[config.mk]
export PLATFORM = sky130hd
export DESIGN_NAME = product_accumulator_flat
export DESIGN_NICKNAME = d
export VERILOG_FILES = /design/src/rtl/product_accumulator_if.sv /design/src/rtl/product_accumulator.sv /design/src/flat_wrapper.sv
export SDC_FILE = /design/constraint.sdc
export NUM_CORES = 1
export LEC_CHECK = 0
export CELL_PAD_IN_SITES_DETAIL_PLACEMENT = 0
export CELL_PAD_IN_SITES_GLOBAL_PLACEMENT = 1
export CORE_ASPECT_RATIO = 1.1
export CORE_MARGIN = 8
export CORE_UTILIZATION = 42
export CTS_CLUSTER_SIZE = 40
export DETAILED_ROUTE_END_ITERATION = 16
export GPL_TIMING_DRIVEN = 0
export PLACE_DENSITY = 0.89
export RECOVER_POWER = 100
export SLEW_MARGIN = 20
export SYNTH_ARGS = -nofsm -noshare
export SYNTH_HDL_FRONTEND = slang
export SYNTH_SLANG_ARGS = --single-unit
[constraint.sdc]
create_clock -name clk -period 3.7 [get_ports clk]
set_input_delay 0.74 -clock clk [delete_from_list [all_inputs] [get_ports clk]]
set_output_delay 0.74 -clock clk [all_outputs]
set_load 0.01 [all_outputs]
[src/rtl/product_accumulator_if.sv]
// Handshake bundle for the product accumulator.
// Macro: none (widths follow the parameters below).
// Signals:
//   in_valid/in_ready/in_prod/in_last       product stream into the accumulator
//   out_valid/out_ready/out_acc/out_count/out_ovf  burst result out of the accumulator
// Modports:
//   slave  - the accumulator (consumes products, produces results)
//   master - the environment (produces products, consumes results)
interface product_accumulator_if #(
    parameter int unsigned PROD_W = 32,
    parameter int unsigned ACC_W  = 40,
    parameter int unsigned CNT_W  = 8
);
    logic              in_valid;
    logic              in_ready;
    logic [PROD_W-1:0] in_prod;
    logic              in_last;
    logic              out_valid;
    logic              out_ready;
    logic [ACC_W-1:0]  out_acc;
    logic [CNT_W-1:0]  out_count;
    logic              out_ovf;

    modport slave (
        input  in_valid,
        input  in_prod,
        input  in_last,
        output in_ready,
        output out_valid,
        input  out_ready,
        output out_acc,
        output out_count,
        output out_ovf
    );

    modport master (
        output in_valid,
        output in_prod,
        output in_last,
        input  in_ready,
        input  out_valid,
        output out_ready,
        input  out_acc,
        input  out_count,
        input  out_ovf
    );
endinterface

[src/rtl/product_accumulator.sv]
// Burst accumulator behind the 16x16 unsigned array multiplier.
// Sums each burst of unsigned products (terminated by in_last) into an ACC_W-bit
// accumulator and presents sum, element count and overflow flag in a single-entry
// registered result slot with its own valid/ready handshake.
// Optional feature: define SAT_EN to clamp the sum at 2^ACC_W-1 on carry-out instead
// of wrapping modulo 2^ACC_W (default build wraps).
// Ports:
//   clk  - rising-edge clock
//   rst  - asynchronous active-high reset
//   bus  - product_accumulator_if.slave (product stream in, result stream out)
module product_accumulator #(
    parameter int unsigned PROD_W = 32,
    parameter int unsigned ACC_W  = 40,
    parameter int unsigned CNT_W  = 8
) (
    input  logic                   clk,
    input  logic                   rst,
    product_accumulator_if.slave   bus
);

    localparam int unsigned SUM_W = ACC_W + 1;
    localparam int unsigned PAD_W = ACC_W - PROD_W + 1;
    localparam logic [CNT_W-1:0] CNT_MAX = '1;
    localparam logic [ACC_W-1:0] ACC_MAX = '1;

    typedef enum logic {
        ST_ACCUM = 1'b0,
        ST_DONE  = 1'b1
    } state_e;

    state_e             state_q, state_d;
    logic [ACC_W-1:0]   acc_q, acc_d;
    logic [CNT_W-1:0]   cnt_q, cnt_d;
    logic               ovf_q, ovf_d;
    logic               out_valid_q, out_valid_d;
    logic [ACC_W-1:0]   out_acc_q, out_acc_d;
    logic [CNT_W-1:0]   out_count_q, out_count_d;
    logic               out_ovf_q, out_ovf_d;

    logic               in_ready_c;
    logic               accept_c;
    logic [SUM_W-1:0]   sum_c;
    logic               carry_c;
    logic [ACC_W-1:0]   acc_nxt_c;
    logic [CNT_W-1:0]   cnt_nxt_c;
    logic               ovf_nxt_c;

    // Ready when nothing is pending, or when the pending result leaves this cycle.
    assign in_ready_c = (state_q == ST_ACCUM) || bus.out_ready;
    assign accept_c   = bus.in_valid && in_ready_c;

    // Running-sum candidate; only committed on accept, so an idle bus never reaches acc.
    always_comb begin : p_datapath
        sum_c     = {1'b0, acc_q} + {{PAD_W{1'b0}}, bus.in_prod};
        carry_c   = sum_c[ACC_W];
        ovf_nxt_c = ovf_q | carry_c;
`ifdef SAT_EN
        // Once saturated, the sum stays pinned at full scale until the burst ends.
        acc_nxt_c = (ovf_q || carry_c) ? ACC_MAX : sum_c[ACC_W-1:0];
`else
        acc_nxt_c = sum_c[ACC_W-1:0];
`endif
        cnt_nxt_c = (cnt_q == CNT_MAX) ? cnt_q : cnt_q + CNT_W'(1);
    end

    // Next-state and result-slot control.
    always_comb begin : p_fsm_comb
        state_d     = state_q;
        acc_d       = acc_q;
        cnt_d       = cnt_q;
        ovf_d       = ovf_q;
        out_valid_d = out_valid_q;
        out_acc_d   = out_acc_q;
        out_count_d = out_count_q;
        out_ovf_d   = out_ovf_q;

        unique case (state_q)
            ST_ACCUM: begin
                state_d = ST_ACCUM;
            end
            ST_DONE: begin
                // Consumer takes the result; a same-cycle last product reloads below.
                if (bus.out_ready) begin
                    out_valid_d = 1'b0;
                    state_d     = ST_ACCUM;
                end
            end
            default: begin
                state_d = ST_ACCUM;
            end
        endcase

        // Internal acc/cnt/ovf are already zero in DONE, so a product accepted there
        // starts a fresh burst naturally.
        if (accept_c) begin
            if (bus.in_last) begin
                out_acc_d   = acc_nxt_c;
                out_count_d = cnt_nxt_c;
                out_ovf_d   = ovf_nxt_c;
                out_valid_d = 1'b1;
                acc_d       = '0;
                cnt_d       = '0;
                ovf_d       = 1'b0;
                state_d     = ST_DONE;
            end else begin
                acc_d = acc_nxt_c;
                cnt_d = cnt_nxt_c;
                ovf_d = ovf_nxt_c;
            end
        end
    end

    // State and datapath registers.
    always_ff @(posedge clk or posedge rst) begin : p_regs
        if (rst) begin
            state_q     <= ST_ACCUM;
            acc_q       <= '0;
            cnt_q       <= '0;
            ovf_q       <= 1'b0;
            out_valid_q <= 1'b0;
            out_acc_q   <= '0;
            out_count_q <= '0;
            out_ovf_q   <= 1'b0;
        end else begin
            state_q     <= state_d;
            acc_q       <= acc_d;
            cnt_q       <= cnt_d;
            ovf_q       <= ovf_d;
            out_valid_q <= out_valid_d;
            out_acc_q   <= out_acc_d;
            out_count_q <= out_count_d;
            out_ovf_q   <= out_ovf_d;
        end
    end

    assign bus.in_ready  = in_ready_c;
    assign bus.out_valid = out_valid_q;
    assign bus.out_acc   = out_acc_q;
    assign bus.out_count = out_count_q;
    assign bus.out_ovf   = out_ovf_q;

endmodule

[src/flat_wrapper.sv]
// flat-port wrapper written by rule: the top's interface ports become plain ports
module product_accumulator_flat 
#(
    parameter int unsigned PROD_W = 32,
    parameter int unsigned ACC_W  = 40,
    parameter int unsigned CNT_W  = 8
)
  (clk, rst, bus_in_valid, bus_in_prod, bus_in_last, bus_in_ready, bus_out_valid, bus_out_ready, bus_out_acc, bus_out_count, bus_out_ovf);
  product_accumulator_if #(.PROD_W(PROD_W), .ACC_W(ACC_W), .CNT_W(CNT_W)) bus_i ();
  input  logic clk;
  input  logic rst;
  input wire logic [$bits(bus_i.in_valid)-1:0] bus_in_valid;
  input wire logic [$bits(bus_i.in_prod)-1:0] bus_in_prod;
  input wire logic [$bits(bus_i.in_last)-1:0] bus_in_last;
  output wire logic [$bits(bus_i.in_ready)-1:0] bus_in_ready;
  output wire logic [$bits(bus_i.out_valid)-1:0] bus_out_valid;
  input wire logic [$bits(bus_i.out_ready)-1:0] bus_out_ready;
  output wire logic [$bits(bus_i.out_acc)-1:0] bus_out_acc;
  output wire logic [$bits(bus_i.out_count)-1:0] bus_out_count;
  output wire logic [$bits(bus_i.out_ovf)-1:0] bus_out_ovf;
  assign bus_i.in_valid = bus_in_valid;
  assign bus_i.in_prod = bus_in_prod;
  assign bus_i.in_last = bus_in_last;
  assign bus_in_ready = bus_i.in_ready;
  assign bus_out_valid = bus_i.out_valid;
  assign bus_i.out_ready = bus_out_ready;
  assign bus_out_acc = bus_i.out_acc;
  assign bus_out_count = bus_i.out_count;
  assign bus_out_ovf = bus_i.out_ovf;
  product_accumulator #(.PROD_W(PROD_W), .ACC_W(ACC_W), .CNT_W(CNT_W)) u_core (.clk(clk), .rst(rst), .bus(bus_i));
endmodule
### Word level (Yosys, flattened, before mapping)

Index checks and enable logic that the tools add are counted.

| storage, ports and cells | value |
|---|---|
| bits in registers | 100 |
| input bits | 37 |
| output and inout bits | 51 |
| word-level logic and storage cells | 28 |

| cells by class | value |
|---|---|
| add/subtract/negate cells | 2 |
| equal/unequal tests | 1 |
| mux-type cells | 12 |
| bitwise gates (word level) | 2 |
| reductions and logical operators | 3 |

Operator list:

| kind | number |
|---|---|
| 40-bit by 32-bit adder with 41-bit output | 1 |
| 40-bit 2-to-1 mux | 1 |
| 8-bit 2-to-1 mux | 2 |
| 8-bit by 1-bit adder with 8-bit output (second input constant) | 1 |
| 8-bit == test (second input constant) | 1 |
| 1-bit 2-to-1 mux | 8 |
| 1-bit one-hot mux with 2 select lines | 1 |
| 2-bit AND reduction | 1 |
| 1-bit logical AND | 1 |
| 1-bit logical OR | 1 |
| 1-bit inverter | 1 |
| 1-bit bitwise OR | 1 |

### Depth between registers and ports, before layout

| logic depth | value |
|---|---|
| depth in word-level cells | 4 |
| gate-level depth with buffers | 11 |
| mapped depth without buffers | 11 |

### Least setup slack after synthesis

OpenSTA, ideal clock, no wires.

| timing | value |
|---|---|
| kind | input to register |
| from | input port bus_in_prod[0] |
| to | register u_core.acc_q[38] |
| setup time | 69 ps |
| arrival | 3,060 ps |
| required time | 3,631 ps |
| path slack | 571 ps |
| cell stages on the path | 11 |
| path buffers | 0 |
| cells stage by stage | ha_1 > inv_1 > fa_1 > nand2b_1 > a21o_1 > a311oi_1 > or3b_1 > nand2_1 > o21a_1 > or4_1 > nand3_1 |

| between the ends | value |
|---|---|
| cells in the longest elaborated chain, start to end | 2 |

Ends and longest elaborated chain:

| what | line | text |
|---|---|---|
| start: declaration | flat_wrapper.sv:13 | `input wire logic [$bits(bus_i.in_prod)-1:0] bus_in_prod;` |
| 40-bit by 32-bit adder with 41-bit output | product_accumulator.sv:54 | `sum_c = {1'b0, acc_q} + {{PAD_W{1'b0}}, bus.in_prod};` |
| 40-bit 2-to-1 mux | product_accumulator.sv:96 | `if (bus.in_last) begin` |
| end signal: assignment | product_accumulator.sv:117 | `acc_q <= '0;` |
| end signal: assignment | product_accumulator.sv:126 | `acc_q <= acc_d;` |
| end: declaration | product_accumulator.sv:32 | `logic [ACC_W-1:0] acc_q, acc_d;` |

Every way passes these cells.
A chain may end at the register's enable or synchronous reset.

### Final worst setup path

Ends and elaborated chain as after synthesis.

==> reports/qor.txt <==
Placement Cell Area = 6890 um2
hpwl dp = 11,640 um
WL met2 = 7229 um
clock share of power = 20.1%
layout cells sized above 1 = 6.164%
unrepaired setup endpoints after global routing = false
GRT Total Usage = 17.57%
mapped cell area = 5752 um2
Max IR drop VDD = 0.0003262 V
Net Sw Power = 2.111 mW
fmax = 0.2822 GHz
Setup crit end kind = register
Startpoint Class = primary input
Final Slew Violations = 40
antenna-violating nets left = 0
average cell area after synthesis = 9.188 um2
critical path required time = 3.98 ns
WL met1 = 6930 um
crit path max fanout = 7
Fin. Hold Viols = 0
FP Rows = 45
CTS Buffer Depth = 2
Die ar. = 17,700 um2
ys flop type = dfrtp_1
post-route cell area = 7214 um2
Switching Share = 39.43%
Final Cycle Share = 95.79%
initial core utilization = 42.39%
drt drc = 0
vias = 5,034
GRT Residual Overflow = 0
synthesis warning total = 0
Syn Inst Count = 626
Seq/Total Area, Yosys = 43.51%
I/O pin count = 88
Layout area overhead = 25.43%
Slew headroom = -12.77%
initial antenna violation count = 0
sequential share of power = 31.1%
post-synth net total = 697
CTS clk-pin slew, worst paths = 0.07 ns
P per Cell Area = 742.0 nW/um2
Yosys reg bits = 100
fin nets = 796
ANT cells = 0
total CTS buffers = 9
Root Buffer Master = clkbuf_16
Top Layer Used = met4
vias in the first global route = 5,096
H-tree depth = 3
leakage = 3.239 nW
gp weighted congestion = 0.8835
Final WS setup = 0.1558 ns
min-delay worst type = reg2reg
clk_lat worst skew = 0.35 ns
clock sink count = 100
failing checks = capacitance limit, slew limit
CTS tree = built
post-layout util = 53.17%
largest net degree at the start of global routing = 63
Slew @ Worst Pin = 1.682 ns
Core Area = 13,570 um2
final WL = 15,340 um
met3 routed WL = 764 um
Worst Skew = 0.007544 ns
max_cap viols = 1
die height = 138.7 um
status = finished, violations left
Final setup viols = 0
Crit path arrival time = 3.83 ns
Distinct cells, synth = 56
CP Class = in2reg
combinational share of power = 48.9%
initial drt markers = 393
min cycle time layout = 3.544 ns
Port Buffer Count = 87
TNS Setup = 0 ns
worst slack, placed = -0.4549 ns
Post-synth EDFFs = 0
via-per-instance ratio = 5.484
global-route wire length before repair = 25,350 um
WL/cell = 16.71 um
hold_buf cts = 0
Int Power = 3.242 mW
die width = 127.6 um
share of flip-flops with an asynchronous set or reset = 100.0%
Detailed Routing Iterations Pass 1 = 5
-- cell type report --
class	count	area, um2
repair buffers	88	878.3
multi-input cells	485	3104
well taps	188	235.2
plain buffers	28	108.9
fillers	1256	6355
clock inverters	5	82.58
inverters	13	50.05
flip-flops and latches	100	2502
clock buffers	11	252.7
-- cells by family (layout without fill, tap and decap cells) --
logic type / Yosys count / count (layout) / share of synthesized area, %
xor+xnor: 37 / 37 / 5.634
compound gates: 182 / 182 / 20.30
flops: 100 / 100 / 43.51
mux: 16 / 16 / 3.111
buf+inv: 41 / 145 / 2.850
fa+ha+maj: 34 / 34 / 7.527
simple gates: 216 / 216 / 17.08
-- final timing paths --
check | slack [ns] | depth (start not counted) | endpoint | startpoint
setup / recovery | 0.16 | 12 | u_core.acc_q[38]$_DFFE_PP0P_ | bus_in_prod[0]
hold reg to reg | 0.47 | 2 | u_core.bus.out_acc[10]$_DFFE_PP0P_ | u_core.bus.out_acc[10]$_DFFE_PP0P_
max in group asynchronous | 0.85 | 3 | u_core.acc_q[28]$_DFFE_PP0P_ | rst
hold / removal | 0.47 | 2 | u_core.bus.out_acc[10]$_DFFE_PP0P_ | u_core.bus.out_acc[10]$_DFFE_PP0P_
setup reg to reg | 0.67 | 11 | u_core.acc_q[38]$_DFFE_PP0P_ | u_core.acc_q[0]$_DFFE_PP0P_
min in group asynchronous | 1.25 | 2 | u_core.bus.out_acc[6]$_DFFE_PP0P_ | rst
-- sequential cells by signal, summed over array words and instances, names as in the netlist --
register	cells
u_core.cnt_q	8
u_core.ovf_q	1
u_core.bus.out_valid	1
u_core.acc_q	40
u_core.bus.out_acc	40
u_core.bus.out_count	8
u_core.bus.out_ovf	1
u_core.state_q	1
-- metrics by stage --
step | cells | power (mW) | hold WS, ns
2_1_floorplan | 626 | 3.461 | 0.4505
3_3_place_gp | 901 | 4.329 | 0.4599
3_5_place_dp | 902 | 4.384 | 0.4626
4_1_cts | 918 | 5.474 | 0.4794
5_1_grt | 918 | 5.737 | 0.5016
6_report | 918 | 5.353 | 0.4700
-- cell usage after synthesis, types with 6 or more instances --
| master | instances | area [um2] |
|---|---|---|
| clkbuf_1 | 24 | 90.09 |
| a22o_1 | 23 | 201.4 |
| a21oi_1 | 38 | 190.2 |
| dfrtp_1 | 100 | 2502 |
| a31oi_1 | 11 | 68.82 |
| ha_1 | 33 | 412.9 |
| or4_1 | 6 | 45.04 |
| o31ai_1 | 6 | 45.04 |
| xor2_1 | 20 | 175.2 |
| nor3_1 | 6 | 30.03 |
| nand2_1 | 112 | 420.4 |
| a21o_1 | 16 | 120.1 |
| xnor2_1 | 17 | 148.9 |
| nand2b_1 | 6 | 37.54 |
| o21ai_0 | 58 | 290.3 |
| nand3_1 | 18 | 90.09 |
| inv_1 | 12 | 45.04 |
| nor2_1 | 33 | 123.9 |
| nand4_1 | 13 | 81.33 |
| mux2_2 | 15 | 168.9 |
-- metal layers --
layer | vias up | track usage, %
met1 | 2416 | 22.33
met4 | 0 | 7.832
met3 | 31 | 3.231
met5 | - | 0
li1 | 2451 | -
met2 | 136 | 28.44
-- worst max-delay path, cell delays in order --
cell and delay (ns):
clkdlybuf4s50_1 0.48, ha_1 0.17, inv_1 0.05, fa_1 0.39, nand2b_1 0.18, a21o_1 0.23, a311oi_4 0.36, or3b_1 0.18
nand2_1 0.10, o21a_2 0.28, or4_1 0.54, nand3_1 0.12
-- layout by cell type (no fill, tap or decap), types with 5 or more instances in the layout --
cell             count
dlygate4sd3_1       54
o31ai_1              6
clkbuf_1            25
o21ai_0             57
a22o_1              23
xnor2_1             17
inv_1               11
or4_1                6
clkdlybuf4s50_1     33
nand2_1            112
ha_1                33
clkbuf_16            9
nand2b_1             6
a21oi_1             38
a31oi_1             11
dfrtp_1            100
a21o_1              16
nor3_1               6
mux2_2              15
nand4_1             13
xor2_1              20
nand3_1             18
or3_1                5
nor2_1              33
-- power by group through the flow --
stage | Clock, mW | Combinational, mW | Sequential (mW)
floorplan | 0 | 1.72 | 1.74
global placement | 0 | 2.65 | 1.68
detailed placement | 0 | 2.69 | 1.69
CTS | 1.08 | 2.72 | 1.67
global route | 1.12 | 2.91 | 1.71
finish | 1.07 | 2.62 | 1.66
-- what timing repair did --
action,CTS,global route
gates resized for setup,1,4
setup endpoints to repair,2,18
cloned,0,0
setup buffers,0,0
Note: power is estimated with default switching activity, not from simulation.
==> edit, RTL diff (config.mk and constraints unchanged) <==
`CNT_W` is set to 8 in 3 places; all go to 9.
--- a/src/rtl/product_accumulator_if.sv
+++ b/src/rtl/product_accumulator_if.sv
@@ -10,5 +10,5 @@
     parameter int unsigned PROD_W = 32,
     parameter int unsigned ACC_W  = 40,
-    parameter int unsigned CNT_W  = 8
+    parameter int unsigned CNT_W  = 9
 );
     logic              in_valid;
--- a/src/rtl/product_accumulator.sv
+++ b/src/rtl/product_accumulator.sv
@@ -12,5 +12,5 @@
     parameter int unsigned PROD_W = 32,
     parameter int unsigned ACC_W  = 40,
-    parameter int unsigned CNT_W  = 8
+    parameter int unsigned CNT_W  = 9
 ) (
     input  logic                   clk,
--- a/src/flat_wrapper.sv
+++ b/src/flat_wrapper.sv
@@ -4,5 +4,5 @@
     parameter int unsigned PROD_W = 32,
     parameter int unsigned ACC_W  = 40,
-    parameter int unsigned CNT_W  = 8
+    parameter int unsigned CNT_W  = 9
 )
   (clk, rst, bus_in_valid, bus_in_prod, bus_in_last, bus_in_ready, bus_out_valid, bus_out_ready, bus_out_acc, bus_out_count, bus_out_ovf);
Interface: changed (resized bus_out_count); port bits go from 88 to 89. No check against the original RTL was run, so the function may have changed too.
==> edit against the original RTL <==
The run still ends with max-capacitance violations, max-slew violations left. Sequential power is 3% higher. Design area is 2.9% higher. Setup slack worse by 45 ps. Global-route usage is 1.8 points higher. Wire length is 14% higher. Sequential cell count is 2 higher. Cell count is 4.2% higher. Power is 1.4% higher. Synthesized area is 4.7% higher.
==> edit: results (changes against the original RTL) <==
.. list-table::
   :header-rows: 1

   * - Metric
     - Value
   * - Final net count
     - 831 (+4.4%)
   * - Number of max-cap violations
     - 1 (unchanged)
   * - DP Worst Slack
     - -301 ps (+154 ps)
   * - Worst-case clock skew
     - 10.7 ps (+3.17 ps)
   * - Total routed wirelength
     - 17500 um (+14%)
   * - Post-Synthesis Cells
     - 659 (+5.3%)
   * - Vias in the first global route
     - 5254 (+3.1%)
   * - Area share of the leading cell type in the synthesized netlist
     - 42.4% (-1.1 points)
   * - Global-route wire length before repair
     - 27800 um (+9.6%)
   * - Outcome
     - complete, but fails checks
   * - Worst supply voltage drop on vdd
     - 0.343 mV (+5.0%)
   * - Cell variety after synth
     - 62 (+11%)
   * - Maximum clock path buffer count
     - 2 (unchanged)
   * - Fillers
     - 1370 (+9.1%)
   * - PortBufs
     - 87 (unchanged)
   * - Routability Congestion
     - 0.905 (+2.4%)
   * - Number of nets produced by synthesis
     - 730 (+4.7%)
   * - Synth Area in Compound Gates
     - 23.8% (+3.5 points)
   * - Pin count of the biggest net entering global routing
     - 56 (-11%)
   * - Finished Layout Cells
     - 957 (+4.2%)
   * - Worst-Skew Late Latency
     - 360 ps
   * - Mux share of post-synthesis cell area
     - 1.10% (-2.0 points)
   * - Synth top cells by count
     - 125 x nand2_1, 102 x dfrtp_1, 71 x o21ai_0
   * - Total number of vias
     - 5391 (+7.1%)
   * - Leak pwr
     - 0.00342 uW (+5.6%)
   * - XOR/XNOR share of the synthesized area
     - 5.82% (+0.19 points)
   * - Clock buffer count from CTS
     - 9 (unchanged)
   * - Post-detailed-placement half-perimeter wirelength
     - 12900 um (+11%)
   * - Area of the multi-input gates
     - 3220 um2 (+3.7%)
   * - Slew of the pin with the lowest slew margin
     - 2120 ps (+433 ps)
   * - Crit-path max FO
     - 10 (+3)
   * - Combined global-route utilization of all metal layers
     - 19.4% (+1.8 points)
   * - Iteration-0 DRC count of the detailed router
     - 343 (-13%)
   * - Number of antenna violations at the first check in global routing
     - 0 (unchanged)
   * - Leading post-synthesis cells by cell area
     - dfrtp_1 42%, nand2_1 7.8%, ha_1 6.9%
   * - Register area share after synthesis
     - 42.4% (-1.1 points)
   * - Failing checks
     - max-capacitance violations, max-slew violations
   * - Data arrival, critical path
     - 3830 ps (about the same)
   * - CTS resizes
     - 0 (-1)
   * - Max-slew violation count
     - 49 (+23%)
   * - Share of cells above drive strength 1
     - 6.93% (+0.76 points)
   * - Share of synthesized cell area in full adder, half adder and majority cells
     - 7.19% (-0.33 points)
   * - Placed cell count
     - 939 (+4.1%)
edit: path summary, 6_finish.rpt:
| path | startpoint | to | slack (ps) | depth (start not counted) |
|---|---|---|---|---|
| max | bus_in_prod[0] | u_core.acc_q[32] | 110 | 13 |
| min | u_core.bus.out_count[8] | u_core.bus.out_count[8] | 470 | 2 |
| max reg2reg | u_core.acc_q[0] | u_core.acc_q[32] | 630 | 12 |
| min reg2reg | u_core.bus.out_count[8] | u_core.bus.out_count[8] | 470 | 2 |
| max in group asynchronous | rst | u_core.acc_q[20] | 640 | 3 |
| min in group asynchronous | rst | u_core.cnt_q[6] | 1380 | 2 |
edit: worst max-delay path, cell delays in order:
cell and delay, ps:
clkdlybuf4s50_1 490, ha_1 200, inv_1 60, fa_1 410
nand3b_1 180, a21oi_1 260, o31ai_2 160, o21ai_2 260
o21ai_2 150, o21a_2 270, buf_6 140, o211a_1 220
a211o_1 270
edit: timing repair:
item | CTS | global route
hold buffers | 0 | 0
setup endpoints to repair | 0 | 5
buffers inserted | 0 | 2
edit: logic make-up (layout without fill, tap and decap cells):
kind of cell	count (synthesis)	count (layout)
AO/OA/AOI/OAI	216	216
XOR/XNOR	40	40
adder cells (fa/ha/maj)	34	34
buffers and inverters	46	152
flip-flops	102	102
multiplexers	6	6
AND/OR/NAND/NOR	215	215
edit: cell type report:
cell class                      instances  area share, %
Tap cell                              192           3.24
Clock inverter                          7           1.06
Buffer                                 35           2.29
Sequential cell                       102           34.4
Clock buffer                            9           3.03
Multi-Input combinational cell        511           43.4
Timing Repair Buffer                   90           12.0
Inverter                               11          0.573
edit: power by group:
group / switching [uW] / total, uW / internal (uW) / leakage [uW]
Sequential: 232 / 1710 / 1480 / 0.00132
Clock: 472 / 1010 / 534 / 0.000144
Combinational: 1550 / 2710 / 1160 / 0.00196
edit: metrics by stage:
step	util, %	cell area, um2
2_1_floorplan	-	6020
3_3_place_gp	50.2	7130
3_5_place_dp	50.4	7160
4_1_cts	52.5	7470
5_1_grt	52.2	7420
6_report	52.2	7420
edit: routing by layer:
layer	global-route usage [%]	vias to the layer above	share of wire (%)
met5	0	-	0
met4	7.16	0	1.5
met3	2.93	15	5.3
met2	32.7	159	48
met1	24.4	2645	45
li1	-	2572	-
